### src/rtl/move_input_conditioner.sv
// move_input_conditioner: turns the four raw direction buttons into one-hot
// move commands for the player stage. The buttons are synchronised and
// debounced, chords are rejected and held keys auto-repeat. Commands go out
// through a single-entry valid/ready buffer.
// Build option: define REPEAT_EN for auto-repeat (DELAY/REPEAT states).
// Without it a press gives exactly one command (single HELD state).
module move_input_conditioner #(
    parameter int ACTIVE_LOW      = 1,
    parameter int DEBOUNCE_CYCLES = 1000000,
    parameter int REPEAT_DELAY    = 25000000,
    parameter int REPEAT_PERIOD   = 5000000,
    parameter int CNT_W           = 25
) (
    input  logic       clk,
    input  logic       rst,
    input  logic [3:0] mov_raw,
    input  logic       en,
    output logic       cmd_valid,
    output logic [3:0] cmd_dir,
    input  logic       cmd_ready,
    output logic [3:0] pressed
);

    localparam logic [CNT_W-1:0] DB_LAST = CNT_W'(DEBOUNCE_CYCLES - 1);

    // Configurations whose counts do not fit in CNT_W bits are illegal; this
    // empty block only marks that case during elaboration.
    if ((DEBOUNCE_CYCLES > 2**CNT_W) || (REPEAT_DELAY > 2**CNT_W) ||
        (REPEAT_PERIOD > 2**CNT_W)) begin : g_cnt_w_too_small
    end

    logic [3:0]            sampled;
    logic [3:0]            sync1;
    logic [3:0]            sync2;
    logic [3:0][CNT_W-1:0] db_cnt;
    logic [3:0]            held_dir;
    logic                  issue;

`ifdef REPEAT_EN
    localparam logic [CNT_W-1:0] DELAY_LAST  = CNT_W'(REPEAT_DELAY - 1);
    localparam logic [CNT_W-1:0] PERIOD_LAST = CNT_W'(REPEAT_PERIOD - 1);

    typedef enum logic [1:0] {IDLE, DELAY, REPEAT} state_t;
    logic [CNT_W-1:0] rpt_cnt;
`else
    typedef enum logic [1:0] {IDLE, HELD} state_t;
`endif

    state_t state;

    assign sampled = (ACTIVE_LOW != 0) ? ~mov_raw : mov_raw;

    // Two-flop synchroniser, one chain per button; reset means released.
    always_ff @(posedge clk or negedge rst) begin
        if (!rst) begin
            sync1 <= '0;
            sync2 <= '0;
        end else begin
            sync1 <= sampled;
            sync2 <= sync1;
        end
    end

    // Per-button debounce: a new level must be seen for DEBOUNCE_CYCLES
    // consecutive cycles before it is accepted; any return to the current
    // level throws away the count collected so far.
    always_ff @(posedge clk or negedge rst) begin
        if (!rst) begin
            pressed <= '0;
            db_cnt  <= '0;
        end else begin
            for (int i = 0; i < 4; i++) begin
                if (sync2[i] == pressed[i]) begin
                    db_cnt[i] <= '0;
                end else if (db_cnt[i] == DB_LAST) begin
                    pressed[i] <= sync2[i];
                    db_cnt[i]  <= '0;
                end else begin
                    db_cnt[i] <= db_cnt[i] + 1'b1;
                end
            end
        end
    end

    // Issue event: a fresh one-hot press, or a repeat point of the key
    // still held; en only gates the event, never the state tracking.
    always_comb begin
        issue = 1'b0;
        case (state)
            IDLE:    issue = en && $onehot(pressed);
`ifdef REPEAT_EN
            DELAY:   issue = en && (pressed == held_dir) && (rpt_cnt == DELAY_LAST);
            REPEAT:  issue = en && (pressed == held_dir) && (rpt_cnt == PERIOD_LAST);
`endif
            default: issue = 1'b0;
        endcase
    end

`ifdef REPEAT_EN
    // Key-hold FSM: any change of pressed drops back to IDLE, so switching
    // keys always costs one cycle before the new key issues.
    always_ff @(posedge clk or negedge rst) begin
        if (!rst) begin
            state    <= IDLE;
            held_dir <= '0;
            rpt_cnt  <= '0;
        end else begin
            case (state)
                IDLE: begin
                    rpt_cnt <= '0;
                    if ($onehot(pressed)) begin
                        held_dir <= pressed;
                        state    <= DELAY;
                    end
                end
                DELAY: begin
                    if (pressed != held_dir) begin
                        state   <= IDLE;
                        rpt_cnt <= '0;
                    end else if (rpt_cnt == DELAY_LAST) begin
                        state   <= REPEAT;
                        rpt_cnt <= '0;
                    end else begin
                        rpt_cnt <= rpt_cnt + 1'b1;
                    end
                end
                REPEAT: begin
                    if (pressed != held_dir) begin
                        state   <= IDLE;
                        rpt_cnt <= '0;
                    end else if (rpt_cnt == PERIOD_LAST) begin
                        rpt_cnt <= '0;
                    end else begin
                        rpt_cnt <= rpt_cnt + 1'b1;
                    end
                end
                default: begin
                    state   <= IDLE;
                    rpt_cnt <= '0;
                end
            endcase
        end
    end
`else
    // Key-hold FSM without repeat: one command per press, HELD waits for
    // pressed to change before another press can issue.
    always_ff @(posedge clk or negedge rst) begin
        if (!rst) begin
            state    <= IDLE;
            held_dir <= '0;
        end else begin
            case (state)
                IDLE: begin
                    if ($onehot(pressed)) begin
                        held_dir <= pressed;
                        state    <= HELD;
                    end
                end
                HELD: begin
                    if (pressed != held_dir) begin
                        state <= IDLE;
                    end
                end
                default: state <= IDLE;
            endcase
        end
    end
`endif

    // Single-entry command buffer: load when empty or being drained this
    // cycle, otherwise drop the event; clear to zero once accepted.
    always_ff @(posedge clk or negedge rst) begin
        if (!rst) begin
            cmd_valid <= 1'b0;
            cmd_dir   <= '0;
        end else if (issue && (!cmd_valid || cmd_ready)) begin
            cmd_valid <= 1'b1;
            cmd_dir   <= pressed;
        end else if (cmd_valid && cmd_ready) begin
            cmd_valid <= 1'b0;
            cmd_dir   <= '0;
        end
    end

endmodule

### config.mk
export PLATFORM = sky130hd
export DESIGN_NAME = move_input_conditioner
export DESIGN_NICKNAME = d
export VERILOG_FILES = /design/src/rtl/move_input_conditioner.sv
export SDC_FILE = /design/constraint.sdc
export NUM_CORES = 1
export LEC_CHECK = 0
export ABC_AREA = 1
export CAP_MARGIN = 20
export CORE_MARGIN = 4
export CORE_UTILIZATION = 45
export CTS_BUF_LIST = sky130_fd_sc_hd__clkbuf_4 sky130_fd_sc_hd__clkbuf_8 sky130_fd_sc_hd__clkbuf_16
export DETAILED_ROUTE_END_ITERATION = 7
export GPL_ROUTABILITY_DRIVEN = 1
export PLACE_DENSITY = 0.65
export SLEW_MARGIN = 30
export SYNTH_ARGS = -nofsm -noshare
export SYNTH_HDL_FRONTEND = slang
export SYNTH_SLANG_ARGS = --single-unit
### constraint.sdc
create_clock -name clk -period 3 [get_ports clk]
set_clock_uncertainty 0.2 [all_clocks]
set_input_delay 0.3 -clock clk [delete_from_list [all_inputs] [get_ports clk]]
set_output_delay 0.3 -clock clk [all_outputs]
set_load 0.03 [all_outputs]
Word-level counts from Yosys, hierarchy flattened
Index checks and enable logic that the tools add are counted.
Word-level totals
  bits of input ports: 8
  memories: 0
  output and inout bits: 9
  register bits: 123
  latch bits: 0
  ROM bits: 0
  memory bits (writable): 0
Operators by class
  multipliers: 0
  equal/unequal tests: 13
  shift-type cells: 0
  magnitude comparators: 0
  divide/modulo/power cells: 0
  bitwise logic cells: 5
  $add $sub $neg: 7
  multiplexer cells: 16
  reductions and logical operators: 13
Operators by type and width (count)
  two-way mux 25 bit: 8
  adder 25 x 1 -> 25 bit, second input constant: 4
  == test 25 x 20 -> 1 bit, second input constant: 4
  AND reduction 2 bit: 6
  two-way mux 4 bit: 2
  adder 1 x 1 -> 2 bit: 2
  == test 1 bit: 4
  two-way mux 2 bit: 2
  inequality test 2 bit, second input constant: 2
  inequality test 4 bit: 1
  inverter 1 bit: 4
  inverter 4 bit: 1
  case mux 2 bit (2 select lines): 1
  adder 2 x 2 -> 3 bit: 1
  == test 3 x 1 -> 1 bit, second input constant: 1
  logical AND 1 bit: 3
  two-way mux 1 bit: 3
  == test 2 x 1 -> 1 bit, second input constant: 1
  zero test 2 bit: 1
  nonzero test 2 bit: 1
  zero test 1 bit: 1
  logical OR 1 bit: 1

Logic depth before layout (Yosys ltp)
Gate-level depths: netlist (run 1).
  depth after elaboration: 7
  gate-level depth with buffers: 10

Worst setup path before layout (run 1)
OpenSTA, ideal clock, no wires.
  path kind: reg-to-reg
  start point: register pressed[0]
  end point: register cmd_dir[0]
  buffers on the path: 0
  stages on the path, launching flop included: 11
  path slack: 0.215 ns
  arrival: 2.457 ns
  data required time: 2.671 ns
  setup time: 0.129 ns
  period minus slack after synthesis: 2.785 ns
  cell sequence: dfrtp_1 > inv_1 > fa_1 > inv_1 > ha_1 > ha_1 > nor2_1 > nand3b_2 > nand3b_2 > nand3_1 > o21ai_0
On the way
  word-level cells in the longest chain between the ends: 7
  elaborated cells between the ends (all ways): 8
  those cells by class: add/sub (2); eq/ne (1); mux (2); reduce/logical (3)
Ends and longest elaborated chain
  from (decl): line 21  | output logic [3:0] pressed
  from (signal, indexed assignment): line 76  | pressed[i] <= sync2[i];
  adder 1 x 1 -> 2 bit (not written as such): line 90  | IDLE: issue = en && $onehot(pressed);
  adder 2 x 2 -> 3 bit (not written as such): line 90
  == test 3 x 1 -> 1 bit: line 90
  logical AND 1 bit: line 90
  two-way mux 1 bit: line 89  | case (state)
  logical AND 1 bit: line 176  | end else if (issue && (!cmd_valid || cmd_ready)) begin
  two-way mux 4 bit or nonzero test 2 bit (tied branches)
  to (signal assigned): line 178  | cmd_dir <= pressed;
  to (decl): line 19  | output logic [3:0] cmd_dir,
Parallel ways exist; a longest one is shown, timed or not.
A chain may end at the register's enable or synchronous reset.

Final worst setup path (run 1)
  start point: register pressed[3]
  end point: register cmd_dir[1]
On the way
  word-level cells in the longest chain between the ends: 7
  elaborated cells between the ends (all ways): 8
  those cells by class: add/sub (2); eq/ne (1); mux (2); reduce/logical (3)
Ends and longest elaborated chain (line)
  adder 1 x 1 -> 2 bit (not written as such) (*): 90
  adder 2 x 2 -> 3 bit (not written as such) (*): 90
  == test 3 x 1 -> 1 bit (*): 90
  logical AND 1 bit (*): 90
  two-way mux 1 bit (*): 89
  logical AND 1 bit (*): 176
  two-way mux 4 bit or nonzero test 2 bit (tied branches)
Every way passes the cells marked *; elsewhere a longest branch is shown, timed or not.

==> results.md, run 1 <==
- Category of the critical setup timing path: reg2reg
- Clock-pin transition on the worst setup and hold timing paths: 0.06 ns
- Average detailed-routed wire length per instance: 12.5 um
- Die Y-Extent: 132 um
- Power per cell area: 498 nW/um^2
- Most common cell after layout, fill and taps aside: nor2_1
- Detailed placer's ending HPWL: 10.4 mm
- Post CTS Setup Buffer Count: 0
- Instance count of the mapped netlist: 894
- Design Power: 0.00395 W
- P_int: 0.00312 W
- Largest stage delay, worst path: 0.50 ns
- Final period demand of the worst path: 2.62 ns
- Cell Area, Synth: 6900 sq um
- Proportion of layout cells with a drive suffix above 1: 0.129
- Last weighted congestion value of the routability-driven placer: 0.893
- Critical path data required time: 3.10 ns
- Switching power: 0.000828 W
- Data arrival time of the critical path: 2.71 ns
- Sequential area share after synthesis: 0.442
- Synthesized area per cell: 7.72 sq um
- Proportion of register bits with asynchronous set or reset after synthesis: 1.00
- Run status: completed
- Fraction of power spent switching nets: 0.210
- Clk Tree Root Cell: clkbuf_16
- Final antenna diode count: 0
- 1st-pass router iterations: 5
- All-Layer GR Usage: 0.177
- Wirelength, routed: 14.2 mm
- Aggregate global routing overflow: 0
- Later-pin clock latency in the skew report: 0.42 ns
- Initial DRC count: 287
- Cell with the biggest individual delay on the critical path: fa_1
- Post-layout instance area: 7940 sq um
- H-tree depth: 4
- Number of maximum-capacitance violations: 0
- Residual DRC count: 0
- Net total in the final layout: 946
- Total number of vias: 5,426
- Clock share of power: 0.540
- Maximum count of clock buffers along a single path: 2
- Total negative slack for setup checks: 0 ns
- Commonest cells after routing, fill and taps aside: nor2_1, nand2_1, dfrtp_1, inv_1, nand3_1
- Number of antenna violations at the first check in global routing: 0
- Area grow syn2layout: 14.9%
- Achievable frequency: 0.382 GHz
- Routed Antenna Nets: 0
- Setup repair after global routing missed its margin: no
- Maximum number of pins on one net before global-route repair: 70
- Placement Cell Area: 7300 sq um
- Syn_nets: 909
- Horizontal die dimension: 132 um
- Yosys cell types: 31
- Detail-routed via count per cell: 4.80
- Rows: 45
- IO Port Bufs: 16
- Period utilisation layout: 0.872
- Combinational share of power: 0.032
- Cell Chain, Critical Path: inv_1 > fa_1 > inv_1 > ha_1 > ha_1 > nor2_1 > nand3b_2 > nand3b_4 > nand3_1 > o21ai_0
- Most used flip-flop cell after synthesis: dfrtp_1
- Slew @ Worst Pin: 0.663 ns
- Die Footprint: 17,400 sq um
- Wire length of the first global-routing pass: 25.1 mm
- Total clock sinks: 122
- Reported leakage power: 3.33 nW
- Via count of the first global-routing pass: 5,332
- Seq pwr share: 0.428
- Worst slew margin relative to its limit: 0.558
- Maximum vdd ir drop: 0.400 mV
- Sort of element at the start of the critical path: flop
- Ports placed on the boundary: 17
- Post-synthesis register bit count: 122
- Class of the tightest hold or removal check: in2reg
- Critical Path Sink Type: flop
- CTS tree: built
- Number of setup violations in the final report: 0
- Number of warnings printed during yosys synthesis: 0
- Total count of hold-check failures in the final report: 0
- Count of flip-flops with a built-in enable after synthesis: 0
- Number of buffers created by CTS: 17
- Area of the core region: 15,100 sq um
- Effective utilization at floorplan: 0.458
- Number of max-slew violations in the final report: 0
- Maximum fanout encountered on the critical timing path: 10
## kinds of logic after synthesis
family | share of synthesized area
adders and majority gates | 0.0138
AOI/OAI and AO/OA | 0.0301
and+or+nand+nor | 0.374
DFF | 0.442
xor gates and xnor gates | 0.0767
buffers and inverters | 0.0638
## stage by stage
stage	std cells	utilization	hold slack, ns	setup WS, ns
after floorplan	894	-	-0.196	0.215
after global placement	1099	0.484	0.131	0.361
after detailed placement	1099	0.484	0.137	0.305
after CTS	1131	0.525	0.132	0.268
after global routing	1131	0.526	0.142	0.0902
final	1131	0.526	0.144	0.384
## worst max-delay path: cells and delay by family, from the launching register on
kind	cells	cell delay [ns]
AOI/OAI and AO/OA	1	0.07
adders and majority gates	3	0.96
buffers and inverters	2	0.17
DFF	1	0.42
and+or+nand+nor	4	0.66
## registers in the layout (all words and copies together) (netlist names)
signal and cells:
state 1, cmd_dir 4, sync1 4, db_cnt 100, held_dir 4, sync2 4, pressed 4, cmd_valid 1
## power groups by stage
stage / clock network (W) / registers [W] / logic, W
after CTS: 0.00218 / 0.00169 / 0.000132
after detailed placement: 0 / 0.00172 / 0.000130
after global routing: 0.00225 / 0.00169 / 0.000149
after floorplan: 0 / 0.00172 / 0.0000550
after global placement: 0 / 0.00172 / 0.000130
final: 0.00213 / 0.00169 / 0.000127
## synthesized netlist by cell type (9+ instances only)
master / count / area (sq um)
nor2_4: 18 / 203
a21oi_1: 19 / 95.1
xnor2_1: 15 / 131
o21ai_0: 17 / 85.1
nor2_1: 203 / 762
inv_1: 99 / 372
nand3_1: 63 / 315
nand2_2: 15 / 93.8
dfrtp_1: 122 / 3050
and2_1: 9 / 56.3
nor2_2: 21 / 131
nand2_1: 199 / 747
xor2_1: 38 / 333
## final cells by class
cell class	instances	area [sq um]
clock buffers	24	503
clock inverters	7	114
fillers	1431	7150
inverters	107	402
multi-input cells	661	3420
flip-flops and latches	122	3050
well taps	188	235
repair buffers	22	209
## final timing paths
kind | from | endpoint | cells past startpoint | slack, ns
setup / recovery | pressed[3] | cmd_dir[1] | 10 | 0.38
hold / removal | mov_raw[1] | sync1[1] | 2 | 0.14
setup reg to reg | pressed[3] | cmd_dir[1] | 10 | 0.38
hold reg to reg | sync1[0] | sync2[0] | 0 | 0.15
max in group asynchronous | rst | db_cnt[30] | 3 | 1.58
min in group asynchronous | rst | db_cnt[70] | 2 | 0.24
## per-layer routing
layer	vias to the layer above	share of wire	global-route usage	routed length, um
li1	2823	-	-	-
met1	2508	0.50	0.245	7050
met2	68	0.45	0.268	6400
met3	27	0.032	0.0462	461
met4	0	0.020	0.0671	283
met5	-	0	0	0
## repair_timing
action,in CTS,in global routing
hold endpoints to repair,66,0
gates resized for setup,0,1
setup endpoints to repair,0,2
hold buffers,1,0
Power figures use the tool's default switching activity.
==> run 2, diff against run 1 <==
--- a/config.mk
+++ b/config.mk
@@ -12,7 +12,8 @@
 export CTS_BUF_LIST = sky130_fd_sc_hd__clkbuf_4 sky130_fd_sc_hd__clkbuf_8 sky130_fd_sc_hd__clkbuf_16
 export DETAILED_ROUTE_END_ITERATION = 7
 export GPL_ROUTABILITY_DRIVEN = 1
-export PLACE_DENSITY = 0.65
+export MAX_ROUTING_LAYER = met4
+export PLACE_DENSITY = 0.67
 export SLEW_MARGIN = 30
 export SYNTH_ARGS = -nofsm -noshare
 export SYNTH_HDL_FRONTEND = slang
==> constraint.sdc (replaced) <==
create_clock -name clk -period 2.23 [get_ports clk]
set_clock_uncertainty 0.2 [all_clocks]
set_input_delay 0.223 -clock clk [delete_from_list [all_inputs] [get_ports clk]]
set_output_delay 0.223 -clock clk [all_outputs]
set_load 0.03 [all_outputs]
==> run 2 against run 1 <==
Effect of this change: the flow now finishes with violations (setup timing); fmax rose by 17%; routed wire length shrank 0.53%; first-iteration DRC count rose by 3.1%; non-clock buffer count is 9 higher; combinational power grew 39%; register-to-register slack worse by 0.39 ns; core utilization up 0.78 points; hold slack lost 0.058 ns; critical path type unchanged; largest cell class unchanged.
==> results.md, run 2 (synthesis results as in run 1) <==
- Run status: finished with violations
- Violated checks: setup timing
- Detail-routed via count per cell: 4.78
- Average detailed-routed wire length per instance: 12.4 um
- Initial DRC count: 296
- Worst reg-to-reg path cell count: 10
- Critical Path Most Common Cell: nand3b_4
- Register name with the most flops: db_cnt
- Worst hold path depth: 2
- Final critical-path setup slack: -0.00774 ns
- Launch instance of the worst register-to-register path: pressed[0]
- Net total in the final layout: 956
- Residual DRC count: 0
- Area of the core region: 15,100 sq um
- Period utilisation layout: 1.00
- Clock share of power: 0.516
- All-Layer GR Usage: 0.176
- Worst path top cell family by delay: adder cells
- Switching power: 0.00109 W
- Seq pwr share: 0.449
- Category of the critical setup timing path: reg2reg
- Ports placed on the boundary: 17
- Proportion of layout cells with a drive suffix above 1: 0.153
- Effective utilization at floorplan: 0.458
- Worst min-delay path startpoint: mov_raw[3]
- Total number of vias: 5,462
- Maximum count of clock buffers along a single path: 2
- Combinational share of power: 0.035
- H-tree depth: 4
- Achievable frequency: 0.447 GHz
- Core occupancy in the finished layout: 0.534
- Maximum fanout encountered on the critical timing path: 5
- Horizontal die dimension: 132 um
- Number of antenna violations at the first check in global routing: 0
- Final period demand of the worst path: 2.24 ns
- Sort of element at the start of the critical path: flop
- Number of setup violations in the final report: 1
- Die Y-Extent: 132 um
- Critical path data required time: 2.33 ns
- Last weighted congestion value of the routability-driven placer: 0.898
- Clock-pin transition on the worst setup and hold timing paths: 0.06 ns
- Worst Hold Slack: 0.0864 ns
- Wire length of the first global-routing pass: 24.7 mm
- Post-layout instance area: 8050 sq um
- Setup repair after global routing missed its margin: yes
- Detailed placer's ending HPWL: 10.3 mm
- Number of flip-flops in the largest register: 100
- Count of filler cells inserted in the layout: 1,406
- Setup slack of the worst register-to-register path: -0.008 ns
- Destination of the worst hold path: sync1[3]
- Critical Path Sink Type: flop
- Combined buffer and inverter count along the critical path: 2
- Maximum vdd ir drop: 0.530 mV
- Number of buffers created by CTS: 17
- Final antenna diode count: 0
- Placement Cell Area: 7430 sq um
- Worst slew margin relative to its limit: 0.688
- Reported leakage power: 3.36 nW
- Rows: 45
- Later-pin clock latency in the skew report: 0.41 ns
- Worst flop-to-flop path endpoint: cmd_dir[2]
- Cell with the biggest individual delay on the critical path: fa_1
- Total negative slack for setup checks: -0.00774 ns
- Total clock sinks: 122
- P_int: 0.00396 W
- Most common cell after layout, fill and taps aside: nor2_1
- Maximum number of pins on one net before global-route repair: 39
- Footprint of the multi-input gates: 3490 sq um
- Clk Tree Root Cell: clkbuf_16
- Fraction of power spent switching nets: 0.216
- Area grow syn2layout: 16.6%
- Total count of hold-check failures in the final report: 0
- Cell Chain, Critical Path: inv_2 > fa_1 > inv_1 > ha_2 > ha_4 > nor2_4 > nand3b_4 > nand3b_4 > nand3_2 > o21ai_2
- Number of max-slew violations in the final report: 0
- IO Port Bufs: 16
- Largest stage delay, worst path: 0.52 ns
- Register Area: 3060 sq um
- Die Footprint: 17,400 sq um
- Commonest cells after routing, fill and taps aside: nor2_1, nand2_1, dfrtp_1, inv_1, nand3_1
- Wirelength, routed: 14.1 mm
- CTS tree: built
- Data arrival time of the critical path: 2.33 ns
- Post-Place Setup Slack: -0.0262 ns
- Via count of the first global-routing pass: 5,284
- Slew @ Worst Pin: 0.467 ns
- Class of the tightest hold or removal check: in2reg
- Power per cell area: 628 nW/um^2
- Aggregate global routing overflow: 0
- Routed Antenna Nets: 0
- 1st-pass router iterations: 4
- Number of maximum-capacitance violations: 0
## run 2: cell count changes in the layout (fill, tap and decap cells not counted), moves of 4 or more
cell and delta:
buf_4 +8, nand3_2 +4, o21ai_0 -4, nand3_1 -4
## run 2: worst max path at each step
stage                     from    endpoint  slack (ns)  cells after the start
CTS                 pressed[0]  cmd_dir[0]       -0.02                     10
detailed placement  pressed[1]  cmd_dir[0]       -0.03                     10
global placement    pressed[1]  cmd_dir[0]        0.01                     10
finish              pressed[0]  cmd_dir[2]      -0.008                     10
floorplan           pressed[1]  cmd_dir[3]       -0.20                     10
global route        pressed[0]  cmd_dir[2]       -0.10                     10
## run 2: power by group through the flow
stage          Combinational (W)  Clock, W  Sequential (W)
2_1_floorplan          0.0000757         0         0.00232
3_3_place_gp            0.000178         0         0.00231
3_5_place_dp            0.000180         0         0.00231
4_1_cts                 0.000183   0.00266         0.00227
5_1_grt                 0.000204   0.00277         0.00227
6_report                0.000177   0.00261         0.00227
## run 2: cell type report
type / instances / share of cell area
clock buffers: 24 / 0.0617
clock inverters: 8 / 0.00870
inverters: 107 / 0.0499
multi-input cells: 662 / 0.434
flip-flops and latches: 122 / 0.380
well taps: 188 / 0.0292
repair buffers: 31 / 0.0370
## run 2: repair_timing
| action | in CTS | in global routing |
|---|---|---|
| hold endpoints to repair | 103 | 0 |
| setup buffers | 2 | 1 |
| gates resized for setup | 1 | 1 |
| hold buffers | 1 | 0 |
| endpoints found under the setup margin | 4 | 8 |
| pin swaps | 5 | 4 |
| cloned | 1 | 0 |
## run 2: metrics by stage
| stage | std cells | power, W |
|---|---|---|
| CTS | 1141 | 0.00512 |
| finish | 1142 | 0.00506 |
| global route | 1142 | 0.00525 |
| global placement | 1105 | 0.00249 |
| floorplan | 894 | 0.00239 |
| detailed placement | 1105 | 0.00249 |
## run 2: metal layers
| metal | part of all wire | track usage |
|---|---|---|
| met3 | 0.033 | 0.0389 |
| met5 | 0 | - |
| met2 | 0.46 | 0.271 |
| met4 | 0.0086 | 0.0461 |
| met1 | 0.50 | 0.236 |
==> run 3, diff against run 2 <==
--- a/config.mk
+++ b/config.mk
@@ -6,14 +6,17 @@
 export NUM_CORES = 1
 export LEC_CHECK = 0
 export ABC_AREA = 1
-export CAP_MARGIN = 20
+export CAP_MARGIN = 40
+export CELL_PAD_IN_SITES_DETAIL_PLACEMENT = 2
+export CELL_PAD_IN_SITES_GLOBAL_PLACEMENT = 2
+export CORE_ASPECT_RATIO = 1.75
 export CORE_MARGIN = 4
-export CORE_UTILIZATION = 45
+export CORE_UTILIZATION = 34
 export CTS_BUF_LIST = sky130_fd_sc_hd__clkbuf_4 sky130_fd_sc_hd__clkbuf_8 sky130_fd_sc_hd__clkbuf_16
 export DETAILED_ROUTE_END_ITERATION = 7
 export GPL_ROUTABILITY_DRIVEN = 1
 export MAX_ROUTING_LAYER = met4
-export PLACE_DENSITY = 0.67
+export PLACE_DENSITY = 0.81
 export SLEW_MARGIN = 30
 export SYNTH_ARGS = -nofsm -noshare
 export SYNTH_HDL_FRONTEND = slang
==> run 3 against run 2 <==
Effect of this change: the run still ends with setup timing left; clock power increased by 4%; via count up 10%; hold slack worse by 0.030 ns; sequential share of layout area is 0.53 points lower; power is 2.5% higher; sequential cell count unchanged; routed wire length grew 57%; setup slack worse by 0.056 ns; sequential power barely moved; largest power group unchanged.
==> results.md, run 3 (synthesis results as in run 1) <==
- Maximum fanout encountered on the critical timing path: 5
- Aggregate global routing overflow: 0
- Maximum number of pins on one net before global-route repair: 45
- Worst slew margin relative to its limit: 0.675
- Maximum count of clock buffers along a single path: 2
- Reported leakage power: 3.39 nW
- Slew @ Worst Pin: 0.487 ns
- Post-Place Setup Slack: -0.101 ns
- Clk Tree Root Cell: clkbuf_16
- Final antenna diode count: 0
- Period utilisation layout: 1.03
- All-Layer GR Usage: 0.215
- Global routing usage on met2: 0.399
- Worst Hold Slack: 0.0563 ns
- Worst reg-to-reg path cell count: 10
- Die Footprint: 22,700 sq um
- Violated checks: setup timing
- Area of the core region: 19,800 sq um
- Net total in the final layout: 959
- Detail-routed via count per cell: 5.01
- IO Port Bufs: 16
- Initial DRC count: 185
- 1st-pass router iterations: 4
- Setup slack of the worst register-to-register path: -0.06 ns
- Setup repair after global routing missed its margin: yes
- Footprint of the multi-input gates: 3510 sq um
- Ports placed on the boundary: 17
- Launch instance of the worst register-to-register path: pressed[1]
- Sort of element at the start of the critical path: flop
- Category of the critical setup timing path: reg2reg
- Data arrival time of the critical path: 2.42 ns
- Critical Path Sink Type: flop
- H-tree depth: 4
- Horizontal die dimension: 116 um
- Die Y-Extent: 197 um
- Residual DRC count: 0
- Register Area: 3060 sq um
- Number of buffers created by CTS: 17
- Wire length of the first global-routing pass: 36.5 mm
- Worst min-delay path startpoint: mov_raw[1]
- Number of flip-flops in the largest register: 100
- Effective utilization at floorplan: 0.348
- Layer with the highest usage after global routing: met2
- Via count of the first global-routing pass: 6,986
- Maximum vdd ir drop: 0.519 mV
- Commonest cells after routing, fill and taps aside: nor2_1, nand2_1, dfrtp_1, inv_1, nand3_1
- Most common cell after layout, fill and taps aside: nor2_1
- Detailed placer's ending HPWL: 15.8 mm
- Total negative slack for setup checks: -0.227 ns
- Power per cell area: 634 nW/um^2
- Met1 global-route usage: 0.215
- Design Power: 0.00518 W
- Clock-pin transition on the worst setup and hold timing paths: 0.06 ns
- Achievable frequency: 0.436 GHz
- Number of antenna violations at the first check in global routing: 0
- Final critical-path setup slack: -0.0636 ns
- Final period demand of the worst path: 2.29 ns
- Total clock sinks: 122
- Number of max-slew violations in the final report: 0
- Total number of vias: 6,028
- Proportion of layout cells with a drive suffix above 1: 0.159
- Routed Antenna Nets: 0
- Count of filler cells inserted in the layout: 2,284
- CTS tree: built
- Number of maximum-capacitance violations: 0
- Area grow syn2layout: 18.3%
- Last weighted congestion value of the routability-driven placer: 0.829
- Wirelength, routed: 22.2 mm
- Class of the tightest hold or removal check: in2reg
- Later-pin clock latency in the skew report: 0.45 ns
- Total count of hold-check failures in the final report: 0
- Destination of the worst hold path: sync1[1]
- Worst hold path depth: 2
- Number of setup violations in the final report: 4
- Rows: 68
- Worst flop-to-flop path endpoint: cmd_dir[3]
- Fraction of met3 tracks used by global routing: 0.0341
- Critical path data required time: 2.36 ns
- Average detailed-routed wire length per instance: 18.5 um
- Run status: finished with violations
- Register name with the most flops: db_cnt
[run 3: worst max-delay path by stage]
stage                    start          to  slack (ns)
floorplan           pressed[1]  cmd_dir[3]       -0.20
global placement    pressed[1]  cmd_dir[2]        0.02
detailed placement  pressed[1]  cmd_dir[1]       -0.10
CTS                 pressed[0]  cmd_dir[3]       -0.09
global route        pressed[1]  cmd_dir[3]       -0.16
finish              pressed[1]  cmd_dir[3]       -0.06
[run 3: per-layer routing]
metal | share of wire | vias up
met2 | 0.56 | 76
met1 | 0.38 | 3051
li1 | - | 2844
met3 | 0.020 | 57
met5 | 0 | -
met4 | 0.040 | 0
[run 3: final cells by class]
class	count	share of cell area
Clock inverter	14	0.0152
Timing Repair Buffer	34	0.0400
Inverter	107	0.0492
Tap cell	245	0.0375
Multi-Input combinational cell	662	0.430
Sequential cell	122	0.374
Clock buffer	18	0.0538
[run 3: power breakdown]
| group | total, W | internal, W | switching (W) |
|---|---|---|---|
| combinational | 0.000196 | 0.0000616 | 0.000134 |
| clock | 0.00271 | 0.00156 | 0.00115 |
| sequential | 0.00227 | 0.00224 | 0.0000278 |
| total | 0.00518 | 0.00387 | 0.00132 |
[run 3: timing repair]
| item | 4_1_cts | 5_1_grt |
|---|---|---|
| pin swaps | 7 | 6 |
| endpoints found under the setup margin | 9 | 10 |
| resized for setup | 4 | 3 |
| hold buffers | 1 | 0 |
| setup buffers | 2 | 1 |
| endpoints found under the hold margin | 122 | 0 |
| gates cloned | 1 | 0 |
[run 3: stage by stage]
step / utilization / cells / cell area, sq um
6_report: 0.412 / 1202 / 8170
3_3_place_gp: 0.380 / 1165 / 7530
4_1_cts: 0.411 / 1201 / 8150
3_5_place_dp: 0.380 / 1165 / 7530
2_1_floorplan: - / 894 / 6970
5_1_grt: 0.412 / 1202 / 8170
[run 3: critical path, stage by stage (launching register included)]
cell and delay, ns:
dfrtp_2 0.36, inv_2 0.05, fa_1 0.57, inv_2 0.06, ha_4 0.16, ha_4 0.22
nor2_4 0.09, nand3b_4 0.09, nand3b_4 0.22, nand3_2 0.09, o21ai_1 0.07
